File: src/rtl/keypad_pkg.sv
// rtl/keypad_pkg.sv - shared types, key map and index helper for the 4x4 keypad scanner
package keypad_pkg;

  typedef enum logic [1:0] {
    SCAN,
    DB_PRESS,
    HELD,
    DB_RELEASE
  } state_t;

  // Indexed [row][col]; row = rows_sync bit, col = cols bit.
  localparam logic [3:0] KEYMAP [4][4] = '{
    '{4'h1, 4'h2, 4'h3, 4'hA},
    '{4'h4, 4'h5, 4'h6, 4'hB},
    '{4'h7, 4'h8, 4'h9, 4'hC},
    '{4'hE, 4'h0, 4'hF, 4'hD}
  };

  // Lowest set bit wins, so a multi-row press resolves to the lowest row.
  function automatic logic [1:0] onehot_to_idx(input logic [3:0] v);
    logic [1:0] idx;
    idx = 2'd0;
    for (int i = 3; i >= 0; i--) begin
      if (v[i]) idx = 2'(i);
    end
    return idx;
  endfunction

endpackage

File: src/rtl/keypad_scanner_dwell_counter.sv
// rtl/keypad_scanner_dwell_counter.sv - saturating cycle counter; done while holding MAX-1
module dwell_counter #(
  parameter int MAX = 4
) (
  input  logic clk,
  input  logic rst_n,
  input  logic clear,
  input  logic en,
  output logic done
);

  localparam int W = (MAX > 1) ? $clog2(MAX) : 1;
  localparam logic [W-1:0] LAST = W'(MAX - 1);

  logic [W-1:0] cnt_q, cnt_d;

  always_comb begin
    cnt_d = cnt_q;
    if (clear) begin
      cnt_d = '0;
    end else if (en && (cnt_q != LAST)) begin
      cnt_d = cnt_q + W'(1);
    end
  end

  always_ff @(posedge clk or negedge rst_n) begin
    if (!rst_n) begin
      cnt_q <= '0;
    end else begin
      cnt_q <= cnt_d;
    end
  end

  assign done = (cnt_q == LAST);

endmodule

File: src/rtl/keypad_scanner.sv
// rtl/keypad_scanner.sv - 4x4 keypad column scan with press/release debounce and one pulse per press
module keypad_scanner
  import keypad_pkg::*;
#(
  parameter int SCAN_CYCLES     = 4,
  parameter int DEBOUNCE_CYCLES = 20000
) (
  input  logic       clk,
  input  logic       reset,
  input  logic [3:0] rows_sync,
  output logic [3:0] cols,
  output logic [3:0] key,
  output logic       key_valid,
  output logic       key_held
);

  state_t     state_q, state_d;
  logic [3:0] cols_q, cols_d;
  logic [3:0] key_q, key_d;
  logic       key_valid_q, key_valid_d;
  logic       key_held_q, key_held_d;
  logic [1:0] row_q, row_d;
  logic [1:0] col_q, col_d;

  logic       dwell_done, db_done;
  logic       row_hit;
  logic [3:0] cols_next;

  assign row_hit   = rows_sync[row_q];
  assign cols_next = {cols_q[2:0], cols_q[3]};

  // Column dwell only runs while scanning, so any return to SCAN starts a fresh column.
  dwell_counter #(.MAX(SCAN_CYCLES)) u_dwell (
    .clk   (clk),
    .rst_n (reset),
    .clear ((state_q != SCAN) || dwell_done),
    .en    (state_q == SCAN),
    .done  (dwell_done)
  );

  dwell_counter #(.MAX(DEBOUNCE_CYCLES)) u_debounce (
    .clk   (clk),
    .rst_n (reset),
    .clear ((state_q == SCAN) || (state_q == HELD)),
    .en    (1'b1),
    .done  (db_done)
  );

  always_comb begin
    state_d     = state_q;
    cols_d      = cols_q;
    key_d       = key_q;
    key_valid_d = 1'b0;
    key_held_d  = key_held_q;
    row_d       = row_q;
    col_d       = col_q;
    case (state_q)
      SCAN: begin
        if (dwell_done) begin
          if (|rows_sync) begin
            row_d   = onehot_to_idx(rows_sync);
            col_d   = onehot_to_idx(cols_q);
            state_d = DB_PRESS;
          end else begin
            cols_d = cols_next;
          end
        end
      end
      DB_PRESS: begin
        if (!row_hit) begin
          state_d = SCAN;
          cols_d  = cols_next;
        end else if (db_done) begin
          key_d       = KEYMAP[row_q][col_q];
          key_valid_d = 1'b1;
          key_held_d  = 1'b1;
          state_d     = HELD;
        end
      end
      HELD: begin
        if (!row_hit) state_d = DB_RELEASE;
      end
      DB_RELEASE: begin
        if (row_hit) begin
          state_d = HELD;
        end else if (db_done) begin
          key_held_d = 1'b0;
          state_d    = SCAN;
          cols_d     = cols_next;
        end
      end
      default: state_d = SCAN;
    endcase
  end

  always_ff @(posedge clk or negedge reset) begin
    if (!reset) begin
      state_q     <= SCAN;
      cols_q      <= 4'b0001;
      key_q       <= 4'h0;
      key_valid_q <= 1'b0;
      key_held_q  <= 1'b0;
      row_q       <= 2'd0;
      col_q       <= 2'd0;
    end else begin
      state_q     <= state_d;
      cols_q      <= cols_d;
      key_q       <= key_d;
      key_valid_q <= key_valid_d;
      key_held_q  <= key_held_d;
      row_q       <= row_d;
      col_q       <= col_d;
    end
  end

  assign cols      = cols_q;
  assign key       = key_q;
  assign key_valid = key_valid_q;
  assign key_held  = key_held_q;

endmodule
File: config.mk
export PLATFORM = sky130hd
export DESIGN_NAME = keypad_scanner
export DESIGN_NICKNAME = d
export VERILOG_FILES = /design/src/rtl/keypad_pkg.sv /design/src/rtl/keypad_scanner_dwell_counter.sv /design/src/rtl/keypad_scanner.sv
export SDC_FILE = /design/constraint.sdc
export NUM_CORES = 1
export LEC_CHECK = 0
export CAP_MARGIN = 20
export CORE_MARGIN = 5
export CORE_UTILIZATION = 35
export DETAILED_ROUTE_END_ITERATION = 7
export SLEW_MARGIN = 25
export SYNTH_ARGS = -nofsm -noshare
export SYNTH_HDL_FRONTEND = slang
export SYNTH_SLANG_ARGS = --single-unit
File: constraint.sdc
create_clock -name clk -period 7.95 [get_ports clk]
set_clock_uncertainty 0.15 [all_clocks]
set_input_delay 0.795 -clock clk [delete_from_list [all_inputs] [get_ports clk]]
set_output_delay 0.795 -clock clk [all_outputs]
set_load 0.03 [all_outputs]
==> results of run 1 <==
## placed cells by master (no fill, tap or decap), types with 2 or more instances in the layout
cell	Yosys	routed
nor4b_1	2	2
mux2i_1	2	2
clkdlybuf4s50_1	0	15
a21oi_1	10	10
nor2_1	13	13
clkbuf_1	7	2
or3_1	3	3
nor4_1	7	7
clkbuf_8	0	6
mux2_2	9	9
nor3_1	6	6
xnor2_1	8	8
nor2b_1	3	3
xor2_1	3	3
nand3_1	2	2
nand4_1	6	6
or4_1	5	5
nand2_1	12	12
o31ai_1	2	2
dfrtp_1	32	32
inv_1	5	5
o21ai_0	8	8
ha_1	2	2
## power by group through the flow
stage,sequential [mW],clock (mW),combinational [mW]
global route,0.213,0.142,0.112
CTS,0.209,0.134,0.0983
detailed placement,0.212,0,0.0981
global placement,0.209,0,0.0953
floorplan,0.198,0,0.0875
finish,0.209,0.129,0.0979
## cell type report
cell class	count	area (sq um)	area share [%]
Multi-Input combinational cell	118	813	40.8
Tap cell	67	83.8	4.20
Inverter	6	22.5	1.13
Timing Repair Buffer	16	158	7.90
Sequential cell	33	827	41.5
Clock buffer	8	90.1	4.52
## worst max-delay path: stages (launching register included)
cell	delay (ps)
dfrtp_1	420
or4b_1	600
or4_1	660
nor4b_4	420
mux2_2	380
## cells by family after synthesis
family | Yosys count
multiplexers | 12
AO/OA/AOI/OAI | 28
buffers and inverters | 14
XOR/XNOR | 11
AND/OR/NAND/NOR | 65
flip-flops | 33
adder cells (fa/ha/maj) | 2
## through the flow
step / hold WS (ps) / power, mW / setup WS, ps / instances / utilization (%)
2_1_floorplan: 268 / 0.285 / 5400 / 165 / -
3_3_place_gp: 282 / 0.305 / 5200 / 240 / 40.3
3_5_place_dp: 290 / 0.310 / 5130 / 240 / 40.3
4_1_cts: 298 / 0.441 / 5190 / 248 / 42.2
5_1_grt: 312 / 0.467 / 5070 / 248 / 42.2
6_report: 289 / 0.435 / 5210 / 248 / 42.2
## sequential cells by signal (all words and copies together) (netlist names), 2 cells and up
signal,cells
col_q,2
row_q,2
u_debounce.cnt_q,15
cols,4
u_dwell.cnt_q,2
state_q,2
key,4
## per-layer routing
layer | part of all wire (%) | up-vias
li1 | - | 633
met4 | 1.9 | 0
met1 | 46 | 636
met5 | 0 | -
met2 | 48 | 22
met3 | 4.2 | 5
## worst max-delay path by stage
stage	from	slack, ps	to	depth (start not counted)
floorplan	u_debounce.cnt_q[8]	5400	key[0]	5
global placement	rows_sync[1]	5200	cols[2]	5
detailed placement	rows_sync[1]	5130	cols[3]	5
CTS	u_debounce.cnt_q[8]	5190	key[2]	4
global route	u_debounce.cnt_q[0]	5070	key[3]	5
finish	u_debounce.cnt_q[8]	5210	key[2]	4
==> results.txt, run 1 <==
Status -> finished clean
# diodes -> 0
Clock Path Buffers -> 2
Placed inst area -> 0.00190 sq mm
# clock sinks -> 33
CP max FO -> 6
Via density -> 5.23
Switching power total -> 0.133 mW
Post-synth top cells -> dfrtp_1, nor2_1, nand2_1
Worst R2R Path Depth -> 4
Total grt overflow -> 0
Hold Crit Endpoint -> u_dwell.cnt_q[0]
GP Congestion -> 0.803
Htree depth -> 2
Power share of the clock group -> 29.5%
Main synth FF type -> dfrtp_1
Worst relative slew slack -> 44.1%
Initial antenna violation count -> 0
Sequential-to-total area share from yosys stat -> 48.8%
Largest net degree at the start of global routing -> 34
Post-Syn Nets -> 173
Hold Path Class -> flip-flop to flip-flop
YS warnings -> 0
CTS tree -> built
Row count -> 25
Final Cell Area -> 0.00199 sq mm
Vias after detailed routing -> 1296
DRT iter0 DRCs -> 49
Critical path class -> flip-flop to flip-flop
Clock-pin slew on the worst setup and hold paths -> 60 ps
Met1 Track Usage GR -> 15.6%
Pins Over Slew Limit -> 0
DR DRC count -> 0
Mean Syn Cell Area -> 10.3 sq um
Number of global-route vias before repair -> 1284
Port bufs -> 15
Hold path depth -> 1
Critical Path AT -> 2750 ps
Count leader, synth -> dfrtp_1
Synth Area in Compound Gates -> 10.3%
I/O pin cnt -> 16
Met3 Resource Use GR -> 3.61%
Reg2reg setup slack -> 5210 ps
Post-cts resize count -> 0
Synth Register Bits -> 33
Final hold vios -> 0
Chip height -> 79.6 um
R2r startpoint -> u_debounce.cnt_q[8]
Static leakage -> 0.787 nW
Share of cells above drive strength 1 -> 11.6%
Area grow syn2layout -> 17.7%
Simple-gate share of the synthesized area -> 22.1%
Internal power -> 0.302 mW
Synthesized area -> 0.00169 sq mm
Routed wire length per instance -> 13.9 um
Share of power burned in registers -> 48.0%
WP data required -> 7960 ps
Final wirelength -> 3440 um
Hold_sp -> u_dwell.cnt_q[0]
CP endpoint kind -> flip-flop
Worst-Skew Late Latency -> 280 ps
Nets -> 188
Startpoint Class -> flip-flop
Starting Density -> 35.9%
Synth unique cells -> 39
Adder-Cell Fraction of Synth Area -> 1.48%
Horiz. Die Dim -> 79.6 um
Met2 usage -> 19.9%
Global routing's busiest layer -> met2
Mux contribution to synthesized area -> 8.49%
Cells after synthesis -> 165
Yosys top cell area share -> 47.3%
Largest area contributor in the netlist -> dfrtp_1
Post-CTS setup buffer count -> 0
Unrepaired setup endpoints after global routing -> false
Area contributors post-synth -> dfrtp_1, mux2_2, xnor2_1
Tmin final -> 2740 ps
EDFF count, synth -> 0
1st-pass router iterations -> 4
XOR/XNOR share of the synthesized area -> 5.69%
Final worst path period share -> 34.5%
Main combinational cell family by area after synthesis -> simple AND/OR/NAND/NOR gates
Switching part of the total power -> 30.6%
Post-DP HPWL -> 2410 um
Peak VDD IR -> 0.0000840 V
CTS Buf Count -> 5
Fill count -> 462
Setup TNS -> 0 ps
Synth async-reset ratio -> 100%
Antenna Nets Post-Route -> 0
Post-cts hold buffer count -> 0
Maximum operating frequency -> 0.365 GHz
Max Cap Violations -> 0
Gr usage total -> 12.4%
Die area -> 0.00633 sq mm
PwrDens -> 218 mW/mm^2
Core area -> 0.00472 sq mm
FF-to-FF End -> key[2]
Global-route wire length before repair -> 6230 um
Measured slew at the worst slew-check pin -> 830 ps
CTS root buf -> clkbuf_8
Setup violations, final -> 0
Comb power frac -> 22.5%
No activity file was read; power rests on OpenSTA's default activity.
==> inputs of run 2 (changes only) <==
Clock period 7.95 ns to 2.7 ns, I/O delays scaled along.
==> run 2 against run 1 <==
Via count down 1.1%. Final cell count grew 2.0%. Total power rose to 2.9 times the previous value. Fmax up 6.8%. Global-route usage up 0.53 points. Combinational power rose to 3.1 times the previous value. Setup slack worse by 5100 ps. Design area is 1.9% higher. Routed wire length is 3.1% higher. Flip-flop and latch count did not move. Highest routed layer unchanged. Clock-buffer cell count shrank 2. Die area did not move.
==> results.txt, run 2 (synthesized netlist as in run 1, its figures left out) <==
Via density -> 5.07 (-3.0%)
Row count -> 25 (unchanged)
Reg2reg setup slack -> 140 ps (-5080 ps)
Worst R2R Path Depth -> 4 (unchanged)
CP max FO -> 4 (-2)
Commonest non-fill, non-tap cells in the layout -> dfrtp_1, clkdlybuf4s50_1, nor2_1
Unrepaired setup endpoints after global routing -> false
Die area -> 0.00633 sq mm (unchanged)
R2r startpoint -> u_debounce.cnt_q[8]
Chip height -> 79.6 um (unchanged)
Fin cells -> 253 (+2.0%)
Placed inst area -> 0.00194 sq mm (+2.0%)
Critical path class -> flip-flop to flip-flop
Met1 Track Usage GR -> 16.7% (+1.1 points)
Met3 Resource Use GR -> 4.06% (+0.45 points)
Post-DP HPWL -> 2500 um (+4.0%)
Share of cells above drive strength 1 -> 15.6% (+4.0 points)
Port bufs -> 15 (unchanged)
WP data required -> 2710 ps (-5250 ps)
Worst-Skew Late Latency -> 280 ps (about the same)
Final Cell Area -> 0.00203 sq mm (+1.9%)
Worst setup margin -> 136 ps (-5080 ps)
Vias after detailed routing -> 1282 (-1.1%)
Met2 usage -> 20.6% (+0.67 points)
Area grow syn2layout -> 19.9%
Initial antenna violation count -> 0 (unchanged)
Maximum operating frequency -> 0.390 GHz (+6.8%)
Total grt overflow -> 0 (unchanged)
Largest net degree at the start of global routing -> 34 (unchanged)
Htree depth -> 2 (unchanged)
Tmin final -> 2560 ps (-175 ps)
Worst path buffer plus inverter count -> 0 (unchanged)
CP Cell Sequence -> or4b_4 -> or4_4 -> nor4b_4 -> mux2_2
FF-to-FF End -> key[3]
Global routing's busiest layer -> met2
Worst relative slew slack -> 57.0% (+13 points)
CTS root buf -> clkbuf_8
Clock-pin slew on the worst setup and hold paths -> 70 ps (about the same)
Pins Over Slew Limit -> 0 (unchanged)
Routed wire length per instance -> 14.0 um (+1.1%)
Number of global-route vias before repair -> 1370 (+6.7%)
Inst Count DP -> 245 (+2.1%)
Final hold vios -> 0 (unchanged)
Setup TNS -> 0 ps (unchanged)
Static leakage -> 0.815 nW (+3.5%)
Final wirelength -> 3550 um (+3.1%)
# clock sinks -> 33 (unchanged)
Measured slew at the worst slew-check pin -> 643 ps (-187 ps)
CP endpoint kind -> flip-flop
DR DRC count -> 0 (unchanged)
Hold Path Class -> primary input to asynchronous set/reset pin
Setup violations, final -> 0 (unchanged)
Starting Density -> 35.9% (unchanged)
Horiz. Die Dim -> 79.6 um (unchanged)
DRT iter0 DRCs -> 85 (+73%)
Nets -> 193 (+2.7%)
Largest register FFs -> 15 (unchanged)
CTS Buf Count -> 5 (unchanged)
Antenna Nets Post-Route -> 0 (unchanged)
DP Worst Slack -> 59.8 ps (-5080 ps)
Gr usage total -> 13.0% (+0.53 points)
PwrDens -> 624 mW/mm^2 (+190%)
Peak VDD IR -> 0.000199 V (+140%)
I/O pin cnt -> 16 (unchanged)
Critical path's largest stage delay -> 570 ps (-90 ps)
# diodes -> 0 (unchanged)
Global-route wire length before repair -> 6440 um (+3.3%)
Slowest-stage cell, CP -> or4b_4
Startpoint Class -> flip-flop
Critical Path AT -> 2570 ps (-180 ps)
Post-cts hold buffer count -> 0 (unchanged)
Top reg by flops -> u_debounce.cnt_q
CTS tree -> built
Most common cell after layout, fill and taps aside -> dfrtp_1
Clock Path Buffers -> 2 (unchanged)
Core area -> 0.00472 sq mm (unchanged)
Max Cap Violations -> 0 (unchanged)
Status -> finished clean
Post-CTS setup buffer count -> 0 (unchanged)
Final worst path period share -> 95.0% (+61 points)
GP Congestion -> 0.784 (-2.4%)
1st-pass router iterations -> 4 (unchanged)
Crit path max-delay family -> simple AND/OR/NAND/NOR gates
Worst hold slack -> 239 ps (-50.4 ps)
-- run 2: what timing repair did --
action	CTS	global route
gates resized for setup	0	2
setup endpoints to repair	0	4
endpoints found under the hold margin	0	0
-- run 2: per-stage QoR --
stage / total power [mW] / util, %
CTS: 1.28 / 42.9
finish: 1.27 / 43.0
floorplan: 0.840 / -
detailed placement: 0.923 / 41.1
global placement: 0.915 / 41.1
global route: 1.36 / 43.0
-- run 2: layout make-up --
class	count	area, sq um
clock buffers	6	72.6
flip-flops and latches	33	827
well taps	67	83.8
clock inverters	2	10.0
fillers	469	2690
multi-input cells	118	821
inverters	6	22.5
repair buffers	21	195
-- run 2: worst max-delay path by stage --
| stage | start | endpoint | depth (start not counted) |
|---|---|---|---|
| 2_1_floorplan | u_debounce.cnt_q[8] | key[0] | 5 |
| 3_3_place_gp | u_debounce.cnt_q[8] | key[3] | 4 |
| 3_5_place_dp | u_debounce.cnt_q[7] | key[0] | 4 |
| 4_1_cts | u_debounce.cnt_q[7] | key[0] | 4 |
| 5_1_grt | u_debounce.cnt_q[7] | key[1] | 4 |
| 6_report | u_debounce.cnt_q[8] | key[3] | 4 |
-- run 2: routing by layer --
metal / vias up / part of all wire (%)
met5: - / 0
met4: 0 / 0.79
li1: 636 / -
met3: 2 / 2.4
met2: 14 / 49
met1: 630 / 48
-- run 2: report_power, final --
part	switching [mW]	internal (mW)	leakage, nW	total, mW
clock network	0.175	0.179	0.0450	0.354
registers	0.0685	0.545	0.449	0.614
logic	0.154	0.146	0.321	0.301
total	0.398	0.870	0.815	1.27
==> inputs of run 3 (changes only) <==
Settings changed: CTS_BUF_LIST set to sky130_fd_sc_hd__clkbuf_16.
==> run 3 against run 2 <==
Design area increased by 2.8%. Critical endpoint is now key[0]. Largest power group unchanged. Die area unchanged. Routed wire length grew 2.3%. Global-route usage increased by 0.29 points. Via count is 0.94% higher. Flip-flop and latch count did not move. Clock power up 50%. Setup slack lost 7.7 ps. Critical path depth unchanged. Largest cell class unchanged. Final cell count is the same. Total power rose by 14%.
==> results.txt, run 3 (synthesized netlist as in run 1, its figures left out) <==
Internal power -> 1.03 mW (+18%)
Horiz. Die Dim -> 79.6 um (unchanged)
Share of power burned in registers -> 42.4% (-6.0 points)
I/O pin cnt -> 16 (unchanged)
Vias after detailed routing -> 1294 (+0.94%)
PwrDens -> 694 mW/mm^2 (+11%)
Largest register FFs -> 15 (unchanged)
Top sig layer -> met4
Antenna Nets Post-Route -> 0 (unchanged)
Util after Layout -> 44.2% (+1.2 points)
Commonest non-fill, non-tap cells in the layout -> dfrtp_1, clkdlybuf4s50_1, nor2_1
Final worst path period share -> 95.3% (+0.29 points)
Peak VDD IR -> 0.000238 V (+19%)
Startpoint Class -> flip-flop
Chip height -> 79.6 um (unchanged)
Most common cell after layout, fill and taps aside -> dfrtp_1
Status -> finished clean
Wire length on met2 -> 1700 um (-2.3%)
Via density -> 5.11 (+0.94%)
Worst relative slew slack -> 57.7% (+0.67 points)
Core area -> 0.00472 sq mm (unchanged)
Final wirelength -> 3630 um (+2.3%)
Critical path class -> flip-flop to flip-flop
Unrepaired setup endpoints after global routing -> false
Row count -> 25 (unchanged)
Routed wire length per instance -> 14.3 um (+2.3%)
DR DRC count -> 0 (unchanged)
Setup violations, final -> 0 (unchanged)
Design Power -> 1.45 mW (+14%)
Power share of the clock group -> 36.7% (+8.8 points)
Port bufs -> 15 (unchanged)
Inst Count DP -> 245 (unchanged)
Nets -> 193 (unchanged)
Switching part of the total power -> 29.2% (-2.2 points)
Tmin final -> 2570 ps (+7.74 ps)
CTS Buf Count -> 5 (unchanged)
DRT iter0 DRCs -> 71 (-16%)
Number of global-route vias before repair -> 1377 (+0.51%)
Post-DP HPWL -> 2500 um (unchanged)
Hold Path Class -> primary input to asynchronous set/reset pin
Worst hold slack -> 253 ps (+14.3 ps)
Static leakage -> 0.845 nW (+3.7%)
Clock-pin slew on the worst setup and hold paths -> 50 ps (-20 ps)
Comb power frac -> 20.9% (-2.8 points)
Worst setup margin -> 128 ps (-7.74 ps)
Post-cts hold buffer count -> 0 (unchanged)
DP Worst Slack -> 59.8 ps (unchanged)
Measured slew at the worst slew-check pin -> 633 ps (-10.0 ps)
Gr usage total -> 13.3% (+0.29 points)
CTS tree -> built
Largest net degree at the start of global routing -> 34 (unchanged)
Max Cap Violations -> 0 (unchanged)
Met1 Wirelength -> 1730 um (+2.4%)
CP max FO -> 5 (+1)
Switching power total -> 0.423 mW (+6.4%)
Critical Path AT -> 2580 ps (about the same)
Global-route wire length before repair -> 6530 um (+1.4%)
Final Cell Area -> 0.00209 sq mm (+2.8%)
WP data required -> 2710 ps (about the same)
Clock Path Buffers -> 2 (unchanged)
# diodes -> 0 (unchanged)
CTS root buf -> clkbuf_16
CP endpoint kind -> flip-flop
DR WL met3 -> 122 um (+44%)
# clock sinks -> 33 (unchanged)
Total grt overflow -> 0 (unchanged)
Htree depth -> 2 (unchanged)
Initial antenna violation count -> 0 (unchanged)
Maximum operating frequency -> 0.389 GHz (-0.30%)
Setup TNS -> 0 ps (unchanged)
Starting Density -> 35.9% (unchanged)
Worst-Skew Late Latency -> 280 ps (about the same)
Pins Over Slew Limit -> 0 (unchanged)
Final hold vios -> 0 (unchanged)
Placed inst area -> 0.00194 sq mm (unchanged)
Die area -> 0.00633 sq mm (unchanged)
Area grow syn2layout -> 23.3%
Share of cells above drive strength 1 -> 15.6% (unchanged)
1st-pass router iterations -> 4 (unchanged)
Top reg by flops -> u_debounce.cnt_q
Fin cells -> 253 (unchanged)
GP Congestion -> 0.784 (unchanged)
## run 3: layout make-up
| class | count | area (sq um) |
|---|---|---|
| repair buffers | 21 | 195 |
| clock buffers | 5 | 125 |
| fillers | 461 | 2640 |
| well taps | 67 | 83.8 |
| flip-flops and latches | 33 | 827 |
| clock inverters | 3 | 13.8 |
| multi-input cells | 118 | 821 |
| inverters | 6 | 22.5 |
## run 3: what timing repair did
item	4_1_cts	5_1_grt
buffers inserted	0	0
resized for setup	0	2
endpoints found under the setup margin	0	4
## run 3: critical path: stages (launching register included)
cell and delay [ps]:
dfrtp_1 430, or4b_4 560, or4_4 530, nor4b_4 410
mux2_2 380
## run 3: power by group through the flow
stage | combinational, mW | sequential [mW] | clock [mW]
2_1_floorplan | 0.258 | 0.582 | 0
3_3_place_gp | 0.297 | 0.618 | 0
3_5_place_dp | 0.301 | 0.622 | 0
4_1_cts | 0.304 | 0.615 | 0.544
5_1_grt | 0.346 | 0.626 | 0.569
6_report | 0.303 | 0.615 | 0.532
## run 3: routing by layer
metal	up-vias	GRT usage, %
met5	-	0
met4	0	5.33
met3	5	4.06
met2	23	20.8
met1	627	16.9
li1	639	-
## run 3: worst paths after layout
path,startpoint,end,slack [ps],depth (start not counted)
max,u_debounce.cnt_q[7],key[0],130,4
min,reset,key[1],250,2
min in group clk,u_dwell.cnt_q[0],u_dwell.cnt_q[0],300,1
max reg2reg,u_debounce.cnt_q[7],key[0],130,4
min reg2reg,u_dwell.cnt_q[0],u_dwell.cnt_q[0],300,1
max in group asynchronous,reset,cols[0],1820,2
